==> src/rtl/serial_adder_seq.sv <==
// Bit-serial WIDTH-bit adder: one full-adder cell plus a carry flop, LSB first, one bit per clock.
// Optional subtraction mode (sub port, a-b via inverted B and carry-in 1) is enabled by SERIAL_ADDER_SUB_EN.
module serial_adder_seq #(
  parameter int WIDTH = 8
) (
  input  logic             clk,
  input  logic             rst,
  input  logic             start,
  input  logic [WIDTH-1:0] a,
  input  logic [WIDTH-1:0] b,
`ifdef SERIAL_ADDER_SUB_EN
  input  logic             sub,
`endif
  output logic             busy,
  output logic             done,
  output logic [WIDTH-1:0] sum,
  output logic             cout
);

  localparam int CNT_W = $clog2(WIDTH);
  localparam logic [CNT_W-1:0] CNT_LAST = CNT_W'(WIDTH - 1);
  localparam logic [CNT_W-1:0] CNT_ONE  = CNT_W'(1);

  typedef enum logic [1:0] {
    ST_IDLE = 2'd0,
    ST_RUN  = 2'd1,
    ST_DONE = 2'd2
  } state_e;

  state_e             state_q, state_d;
  logic [WIDTH-1:0]   a_q, a_d;
  logic [WIDTH-1:0]   b_q, b_d;
  logic [WIDTH-1:0]   sum_q, sum_d;
  logic [CNT_W-1:0]   cnt_q, cnt_d;
  logic               carry_q, carry_d;
  logic               cout_q, cout_d;
  logic               sub_in;
  logic               bit_s;
  logic               bit_c;

  function automatic logic majority(input logic x, input logic y, input logic z);
    return (x & y) | (x & z) | (y & z);
  endfunction

`ifdef SERIAL_ADDER_SUB_EN
  assign sub_in = sub;
`else
  assign sub_in = 1'b0;
`endif

  always_comb begin
    state_d = state_q;
    a_d     = a_q;
    b_d     = b_q;
    sum_d   = sum_q;
    cnt_d   = cnt_q;
    carry_d = carry_q;
    cout_d  = cout_q;
    bit_s   = a_q[0] ^ b_q[0] ^ carry_q;
    bit_c   = majority(a_q[0], b_q[0], carry_q);

    unique case (state_q)
      ST_IDLE: begin
        if (start) begin
          // Subtraction is a + ~b + 1: invert B and seed the carry flop.
          a_d     = a;
          b_d     = sub_in ? ~b : b;
          carry_d = sub_in;
          cnt_d   = '0;
          state_d = ST_RUN;
        end
      end
      ST_RUN: begin
        carry_d = bit_c;
        sum_d   = {bit_s, sum_q[WIDTH-1:1]};
        a_d     = a_q >> 1;
        b_d     = b_q >> 1;
        cnt_d   = cnt_q + CNT_ONE;
        if (cnt_q == CNT_LAST) begin
          cout_d  = bit_c;
          state_d = ST_DONE;
        end
      end
      ST_DONE: begin
        state_d = ST_IDLE;
      end
      default: begin
        state_d = ST_IDLE;
      end
    endcase
  end

  always_ff @(posedge clk or posedge rst) begin
    if (rst) begin
      state_q <= ST_IDLE;
      a_q     <= '0;
      b_q     <= '0;
      sum_q   <= '0;
      cnt_q   <= '0;
      carry_q <= 1'b0;
      cout_q  <= 1'b0;
    end else begin
      state_q <= state_d;
      a_q     <= a_d;
      b_q     <= b_d;
      sum_q   <= sum_d;
      cnt_q   <= cnt_d;
      carry_q <= carry_d;
      cout_q  <= cout_d;
    end
  end

  assign busy = (state_q != ST_IDLE);
  assign done = (state_q == ST_DONE);
  assign sum  = sum_q;
  assign cout = cout_q;

endmodule
==> config.mk <==
export PLATFORM = sky130hd
export DESIGN_NAME = serial_adder_seq
export DESIGN_NICKNAME = d
export VERILOG_FILES = /design/src/rtl/serial_adder_seq.sv
export SDC_FILE = /design/constraint.sdc
export NUM_CORES = 1
export LEC_CHECK = 0
export ABC_CLOCK_PERIOD_IN_PS = 1800
export CORE_MARGIN = 1.5
export CORE_UTILIZATION = 55
export DETAILED_ROUTE_END_ITERATION = 7
export DONT_BUFFER_PORTS = 1
export PLACE_DENSITY_LB_ADDON = 0.2
export SYNTH_ARGS = -nofsm -noshare
export SYNTH_HDL_FRONTEND = slang
export SYNTH_SLANG_ARGS = --single-unit
==> constraint.sdc <==
create_clock -name clk -period 1.8 [get_ports clk]
set_input_delay 0.18 -clock clk [delete_from_list [all_inputs] [get_ports clk]]
set_output_delay 0.18 -clock clk [all_outputs]
set_load 0.01 [all_outputs]
== Word level (Yosys, flattened, before mapping) ==
Cells that the tools add are included.
W data, S select, Z words.

* Flip-flop bits (word level): 31
* Input bits: 19
* Output and inout bits: 11
* Word-level logic and storage cells: 37

* Add/sub/neg operators: 1
* Equality and inequality tests: 5
* Mux-type cells: 11
* Bitwise operators: 7
* Reduce and logical (&&, ||, !) cells: 6

{| class="wikitable"
|+ Operator list
! cell !! count
|-
| $pmux W8 S2 || 2
|-
| $mux W8 || 2
|-
| $pmux W3 S2 || 1
|-
| $reduce_and A2 Y1 || 3
|-
| $mux W2 || 2
|-
| $ne A2 B2 Y1 const B || 2
|-
| $pmux W2 S2 || 1
|-
| $reduce_bool A2 Y1 || 2
|-
| $add A3 B1 Y3 const B || 1
|-
| $and A1 B1 Y1 || 3
|-
| $eq A3 B3 Y1 const B || 1
|-
| $mux W3 || 1
|-
| $eq A2 B1 Y1 const B || 1
|-
| $eq A2 B2 Y1 const B || 1
|-
| $logic_not A2 Y1 || 1
|-
| $or A1 B1 Y1 || 2
|-
| $pmux W1 S2 || 1
|-
| $xor A1 B1 Y1 || 2
|-
| $mux W1 || 1
|}

== Longest topological paths before layout ==
Gate-level depths: netlist of the first run.

* Depth after elaboration: 4
* Depth in mapped cells: 4
* Depth with buffers taken out: 4

== Worst setup path after synthesis of the first run ==
No wires, ideal clock.

* Path type: register -> register
* Start point: register cnt_q[0]
* End point: register cout_q, in the netlist cout
* Library setup time: 0.127 ns
* Data arrival time: 1.137 ns
* Required time: 1.673 ns
* Path slack: 0.535 ns
* Stages on the path, launching flop included: 5
* Buffers on the path: 0
* Period minus slack after synthesis: 1.265 ns
* Cells stage by stage: dfrtp_1 -> ha_1 -> ha_1 -> nand3b_1 -> mux2_1

* Longest elaborated chain between the ends: 2

{| class="wikitable"
|+ Ends and longest elaborated chain
! item !! RTL line !! RTL
|-
| start, declared || 34 || <nowiki>logic [CNT_W-1:0] cnt_q, cnt_d;</nowiki>
|-
| start signal, assigned || 107 || <nowiki>cnt_q <= cnt_d;</nowiki>
|-
| $eq A3 B3 Y1 || 79 || <nowiki>if (cnt_q == CNT_LAST) begin</nowiki>
|-
| $reduce_and A2 Y1 (no line) || -- ||
|-
| end signal, assigned || 109 || <nowiki>cout_q <= cout_d;</nowiki>
|-
| end, declared || 36 || <nowiki>logic cout_q, cout_d;</nowiki>
|}

No other way between the ends.
A chain may end at the register's enable or synchronous reset.

== Final worst setup path of the first run ==
* Start point: register state_q[1]
* End point: output port busy

* Longest elaborated chain between the ends: 1

{| class="wikitable"
|+ Ends and longest elaborated chain
! item !! RTL line !! RTL
|-
| start, declared || 30 || <nowiki>state_e state_q, state_d;</nowiki>
|-
| start signal, assigned || 103 || <nowiki>state_q <= state_d;</nowiki>
|-
| $reduce_bool A2 Y1 || 113 || <nowiki>assign busy = (state_q != ST_IDLE);</nowiki>
|-
| end, declared || 14 || <nowiki>output logic busy,</nowiki>
|}

No other way between the ends.

==> results of run 1 <==
==> layout by cell type, fill, tap and decap left out, types with 2 or more instances in the layout <==
cell type / count
a211oi_1: 7
a221oi_2: 7
a22o_1: 3
a32o_1: 2
buf_4: 6
clkbuf_4: 5
dfrtp_1: 31
dlygate4sd3_1: 3
ha_1: 2
inv_1: 17
mux2_2: 3
mux2_4: 6
nand2b_1: 2
nor2_1: 8
nor3b_1: 7
nor4b_1: 7
nor4b_2: 7
==> sequential cells by signal, summed over array words and instances (netlist names) <==
signal	cells
a_q	8
cout	1
state_q	2
cnt_q	3
b_q	8
sum	8
carry_q	1
==> layer usage <==
| metal | track usage | wire length (um) | up-vias |
|---|---|---|---|
| met5 | 0 | 0 | - |
| li1 | - | - | 472 |
| met2 | 0.268 | 1210 | 31 |
| met4 | 0.0797 | 36 | 0 |
| met3 | 0.0816 | 154 | 4 |
| met1 | 0.237 | 1290 | 494 |
==> power by group through the flow <==
stage	Clock [mW]	Combinational [mW]	Sequential, mW
2_1_floorplan	0	1.16	1.26
3_3_place_gp	0	1.22	1.31
3_5_place_dp	0	1.25	1.33
4_1_cts	0.585	1.26	1.32
5_1_grt	0.616	1.39	1.36
6_report	0.571	1.25	1.31
==> cell families (layout without fill, tap and decap cells) <==
kind of cell               Yosys count  in the layout  synth area share
adders and majority gates            3              3            0.0277
buffers and inverters               29             34            0.0932
muxes                               10             10            0.0832
AOI/OAI and AO/OA                   21             21             0.140
and+or+nand+nor                     34             34             0.178
DFF                                 31             31             0.478
==> area by class of cell <==
type,instances,area [um^2]
inverter,17,63.8
multi-input combinational,68,697
timing repair buffer,9,75.1
clock inverter,2,35.0
fill,217,1040
clock buffer,6,51.3
sequential,31,776
tap,31,38.8
==> path summary, 6_finish.rpt <==
path                             from  endpoint  cells past startpoint
min in group asynchronous         rst    b_q[3]                      3
min reg2reg                    a_q[7]    a_q[7]                      1
max in group asynchronous         rst    sum[6]                      3
min                              b[7]    b_q[7]                      1
max                        state_q[1]      busy                      3
max reg2reg                state_q[0]    a_q[2]                      3
==> worst max-delay path, cell delays in order, from the launching register on <==
cell and delay [ps]:
dfrtp_1 460, buf_4 220, nor2_1 240, inv_1 120
==> repair_timing <==
item                      4_1_cts  5_1_grt
hold buffers                    2        1
buffers inserted                0        0
hold endpoints to repair       34        1
gates resized for setup         0        0
==> results.toml, run 1 <==
[power]
seqPwrFrac = 0.419
p_switching_mw = 1.10
clkPwrFrac = 0.182
swShare = 0.350
p_int_mw = 2.04
p_comb_frac = 0.399
power_density_nw_per_um2 = 1800
p_leak_nw = 0.774
total_power_mw = 3.13
peakVddDrop_uv = 1570

[timing]
skew_ps = 4.42
worstMarginPinSlew_ps = 588
slew_headroom = 0.607
min_period_ps = 1550
period_share = 0.860
rsz0062_at_grt = "no"
whs_ps = 16.4
slew_viol_final = 0
setup_viol = 0
layout_setup_ws_ps = 252
setup-tns-final_ps = 0
hold_viol = 0
max_freq_ghz = 0.646

[synthesis]
synth_common_cells = "31 x dfrtp_1, 17 x inv_1, 8 x nor2_1"
yosysSeqAreaShare = 0.478
yosysWarnings = 0
postSynthCellCount = 128
synth_area_leaders = "dfrtp_1 48%, a221oi_2 6.5%, nor4b_2 6.5%, mux2_4 5.5%, inv_1 3.9%"
yosysMostFrequentCell = "dfrtp_1"
avgSynthCellArea_um2 = 12.7
syn-cell-area_um2 = 1620
yosysTopAreaCell = "dfrtp_1"
ys.flop_type = "dfrtp_1"
synth_top_area_frac = 0.478
synth_cell_type_count = 24
synthArstFlopShare = 1.00
synth-seq-cells = 31
synth_enable_flop_cells = 0
synth_nets = 150

[clock_tree]
clk-insertion-delay-late_ps = 330
cts_buffers = 5
cts-root-buf = "clkbuf_4"
clock_sinks = 31
cts_tree = "done"
cts_max_path_buffers = 2
cts-htree-levels = 2
clkTransAtPathRegs_ps = 100

[placed_design]
numPortBuffers = 0
place_congestion = 0.739
place_ws_ps = 385
post_dp_cell_area_um2 = 1620
dpl.hpwl_um = 1750
dp.cells = 153

[finish]
diodes = 0
stdcell_area_um2 = 1740
final_cells = 164
synthToLayoutAreaGrowth_pct = 6.93
nNetsFinal = 154
drive_above_1_share = 0.293
final_util = 0.624

[route]
drcViolationCount = 0
drtPass1Iterations = 4
ant_nets = 0
drt_wl_total_um = 2690
drt-vias-per-instance = 6.10
wire_per_inst_um = 16.4
vias = 1001
drt_iter0_drc = 25

[die]
initial_core_util = 0.584
die_x_um = 57.3
num_rows = 19
die_y_um = 57.3
core-area_um2 = 2780
ios = 30
die-area_um2 = 3290

[worst_setup_path]
crit_fanout = 16
worstPathRequired_ps = 1620
path_class = "flip-flop to output port"
endpoint_kind = "output port"
r2r_setup_slack_ps = 360
cp-start-kind = "flip-flop"
arrival_ps = 1370

[global_route]
grt_overflow = 0
grt_pass1_wl_um = 4540
grt_max_degree = 32
grt_pass1_vias = 1030
grt_usage = 0.184
antenna_found_initial = 0

[hold_path]
hp-class = "input pin to flip-flop"

[flow_run]
max_cap_viol_count = 0

[run_status]
status = "completed"
No activity file was read; power rests on OpenSTA's default activity.
==> run 2, diff against run 1 <==
--- a/config.mk
+++ b/config.mk
@@ -13,2 +13,3 @@
 export PLACE_DENSITY_LB_ADDON = 0.2
+export SLEW_MARGIN = 5
 export SYNTH_ARGS = -nofsm -noshare
==> constraint.sdc (replaced) <==
create_clock -name clk -period 1.8 [get_ports clk]
set_input_delay 0.45 -clock clk [delete_from_list [all_inputs] [get_ports clk]]
set_output_delay 0.45 -clock clk [all_outputs]
set_load 0.01 [all_outputs]
==> run 2 against run 1 <==
Worst setup slack lost 120 ps; critical endpoint is now done; largest power group unchanged; global-route usage grew 0.40 points; fmax shrank 6.9%; the run now ends with hold timing left; utilization shrank 0.54 points; combinational power is essentially flat; critical path type unchanged; wire length grew 0.82%.
==> results.toml, run 2 (synthesis results as in run 1) <==
[finish]
drive_above_1_share = 0.308
final_cells = 161
diodes = 0
final_cell_mix = "31 x dfrtp_1, 17 x inv_1"
synthToLayoutAreaGrowth_pct = 6.01
nNetsFinal = 151
fillers = 242
final_common_cell = "dfrtp_1"

[placed_design]
dpl.hpwl_um = 1830
dp.cells = 153
numPortBuffers = 0
place_ws_ps = 335
place_congestion = 0.736

[global_route]
grt_overflow = 0
grt_pass1_wl_um = 4660
grt_max_degree = 22
antenna_found_initial = 0
grt_usage = 0.188
grt_pass1_vias = 1055

[route]
wire_per_inst_um = 16.9
drtPass1Iterations = 4
drt_wl_total_um = 2720
drt_iter0_drc = 20
drcViolationCount = 0
drt-vias-per-instance = 6.19
vias = 997
ant_nets = 0

[worst_setup_path]
worstPathRequired_ps = 1350
slowest_stage = "dfrtp_1"
endpoint_kind = "output port"
worstReg2RegStart = "state_q[0]"
arrival_ps = 1210
slowest_delay_ps = 590
cp-start-kind = "flip-flop"
crit_chain = "nor2b_1"
reg2reg_depth = 3
r2r_setup_slack_ps = 310
path_class = "flip-flop to output port"
crit_fanout = 10
cp.buffers_inverters = 0
crit_family = "flip-flops"
r2r_end = "cnt_q[0]"

[timing]
layout_setup_ws_ps = 136
worstMarginPinSlew_ps = 608
rsz0062_at_grt = "no"
period_share = 0.924
min_period_ps = 1660
slew_headroom = 0.593
hold_viol = 10
max_freq_ghz = 0.601
skew_ps = 9.54
whs_ps = -3.52
slew_viol_final = 0
setup-tns-final_ps = 0
setup_viol = 0

[clock_tree]
clk-insertion-delay-late_ps = 350
clkTransAtPathRegs_ps = 100
clock_sinks = 31
cts_resized = 0
post_cts_buffers = 0
cts_max_path_buffers = 2
cts-root-buf = "clkbuf_4"
hold_buffers = 0
cts_buffers = 5
cts_tree = "done"
cts-htree-levels = 2

[run_status]
violations = "hold timing"
status = "complete, but fails checks"

[power]
power_density_nw_per_um2 = 1820
total_power_mw = 3.14
peakVddDrop_uv = 1190
p_leak_nw = 0.766

[die]
die-area_um2 = 3290
die_x_um = 57.3
die_y_um = 57.3
ios = 30
num_rows = 19
core-area_um2 = 2780
initial_core_util = 0.584

[flow_run]
max_cap_viol_count = 0

[hold_path]
hp-class = "input pin to async pin"
[run 2: cell types whose count changed in the layout (fill, tap and decap cells not counted), sizes merged]
cell / change
dlygate4sd3: -3
[run 2: how the worst max path moves through the flow]
| stage | from | end | slack, ps | depth (start not counted) |
|---|---|---|---|---|
| finish | state_q[1] | done | 140 | 1 |
| global route | state_q[1] | done | 70 | 1 |
| CTS | state_q[1] | busy | 70 | 2 |
| detailed placement | state_q[0] | a_q[6] | 340 | 3 |
| global placement | state_q[0] | cnt_q[0] | 390 | 3 |
| floorplan | state_q[0] | done | 470 | 3 |
[run 2: through the flow]
step / cell area [um^2] / util
detailed placement: 1630 / 0.587
global placement: 1630 / 0.587
floorplan: 1620 / -
finish: 1720 / 0.619
global route: 1720 / 0.619
CTS: 1720 / 0.618
[run 2: report_power, final]
group,switching [mW],leakage [nW],internal [mW]
combinational,0.562,0.353,0.673
clock,0.253,0.0482,0.328
sequential,0.287,0.365,1.04
total,1.10,0.766,2.04
[run 2: routing by layer]
metal | share of wire | global-route usage
met3 | 0.056 | 0.0748
met4 | 0.018 | 0.0797
met1 | 0.44 | 0.232
met5 | 0 | 0
met2 | 0.48 | 0.292
[run 2: layout make-up]
type | instances | area (um^2) | area share
flip-flops and latches | 31 | 776 | 0.451
multi-input cells | 68 | 699 | 0.406
inverters | 17 | 63.8 | 0.0371
repair buffers | 6 | 57.6 | 0.0334
clock buffers | 6 | 51.3 | 0.0298
well taps | 31 | 38.8 | 0.0225
clock inverters | 2 | 35.0 | 0.0203
==> run 3, diff against run 2 <==
RECOVER_POWER = 100   (was unset)
==> run 3 against run 2 <==
The run still ends with hold timing left; largest power group unchanged; largest cell class unchanged; clock power about the same; global-route usage unchanged; combinational power decreased by 17%; via count increased by 0.30%; wire length increased by 0.59%.
==> results.toml, run 3 (synthesis results as in run 1) <==
[run_status]
status = "complete, but fails checks"
violations = "hold timing"

[timing]
min_period_ps = 1640
setup_viol = 0
slew_headroom = 0.269
period_share = 0.911
worstMarginPinSlew_ps = 1100
skew_ps = 11.8
max_freq_ghz = 0.610
hold_viol = 10
whs_ps = -14.7
setup-tns-final_ps = 0
slew_viol_final = 0
rsz0062_at_grt = "no"

[power]
seqPwrFrac = 0.450
p_switching_mw = 1.03
swShare = 0.353
p_int_mw = 1.89
clkPwrFrac = 0.198
p_leak_nw = 0.717
power_density_nw_per_um2 = 1790
total_power_mw = 2.92
p_comb_frac = 0.352
peakVddDrop_uv = 1170

[worst_setup_path]
arrival_ps = 1190
crit_chain = "buf_4 -> nor2b_1"
crit_fanout = 7
cp-start-kind = "flip-flop"
endpoint_kind = "output port"
worstPathRequired_ps = 1350
slowest_delay_ps = 450
path_class = "flip-flop to output port"
r2r_setup_slack_ps = 250
cp.buffers_inverters = 1
crit_family = "flip-flops"
slowest_stage = "dfrtp_1"

[clock_tree]
hold_buffers = 0
clock_sinks = 31
clkTransAtPathRegs_ps = 110
cts-root-buf = "clkbuf_4"
clk-insertion-delay-late_ps = 340
cts_buffers = 5
cts_max_path_buffers = 2
cts_tree = "done"
cts-htree-levels = 2

[die]
initial_core_util = 0.584
die_x_um = 57.3
ios = 30
num_rows = 19
die_y_um = 57.3
core-area_um2 = 2780
die-area_um2 = 3290

[global_route]
grt_pass1_vias = 1055
grt_overflow = 0
grt_usage = 0.188
grt_max_degree = 22
grt_pass1_wl_um = 4660
antenna_found_initial = 0

[placed_design]
place_congestion = 0.736
post_dp_cell_area_um2 = 1630
numPortBuffers = 0
dpl.hpwl_um = 1830

[finish]
final_common_cell = "dfrtp_1"
final_util = 0.589
final_cell_mix = "31 x dfrtp_1, 17 x inv_1"
diodes = 0
nNetsFinal = 151
synthToLayoutAreaGrowth_pct = 0.847
drive_above_1_share = 0.208
stdcell_area_um2 = 1640

[flow_run]
max_cap_viol_count = 0

[route]
drt_wl_total_um = 2730
wire_per_inst_um = 17.0
vias = 1000
drcViolationCount = 0
ant_nets = 0
drt-vias-per-instance = 6.21
drt_iter0_drc = 26
drtPass1Iterations = 4

[hold_path]
hp-class = "input pin to async pin"
-- run 3: area by class of cell --
cell class	count	area (um^2)
well taps	31	38.8
fillers	252	1140
repair buffers	6	41.3
clock buffers	6	51.3
multi-input cells	68	632
flip-flops and latches	31	776
clock inverters	2	35.0
inverters	17	63.8
-- run 3: what timing repair did --
item                                    4_1_cts  5_1_grt
endpoints found under the setup margin        0        1
resized for setup                             0        1
buffers inserted                              0        0
-- run 3: per-stage QoR --
stage / setup WS (ps) / std cells
3_5_place_dp: 335 / 153
4_1_cts: 65.7 / 161
6_report: 161 / 161
2_1_floorplan: 467 / 128
3_3_place_gp: 390 / 153
5_1_grt: 92.7 / 161
-- run 3: power groups by stage --
stage               logic, mW  clock network (mW)  registers [mW]
global placement         1.20                   0            1.32
CTS                      1.25               0.595            1.33
detailed placement       1.25                   0            1.34
floorplan                1.16                   0            1.26
global route             1.17               0.616            1.36
finish                   1.03               0.579            1.32
-- run 3: worst reg2reg max path, cell delays in order, from the launching register on --
cell and delay [ps]:
dfrtp_1 520, nor2b_2 530, mux2_2 400
-- run 3: routing by layer --
metal	vias up	routed length, um	global-route usage
li1	458	-	-
met1	507	1180	0.232
met2	33	1360	0.292
met4	0	13	0.0797
met3	2	184	0.0748
met5	-	0	0
-- run 3: final timing paths --
kind                              endpoint  depth (start not counted)        from
worst max register to register      sum[3]                          2  state_q[1]
worst min-delay path                b_q[6]                          1         rst
worst min register to register    cnt_q[1]                          1    cnt_q[1]
min in group clk                state_q[0]                          2       start
worst max-delay path                  done                          2  state_q[0]
max in group asynchronous         cnt_q[1]                          2         rst
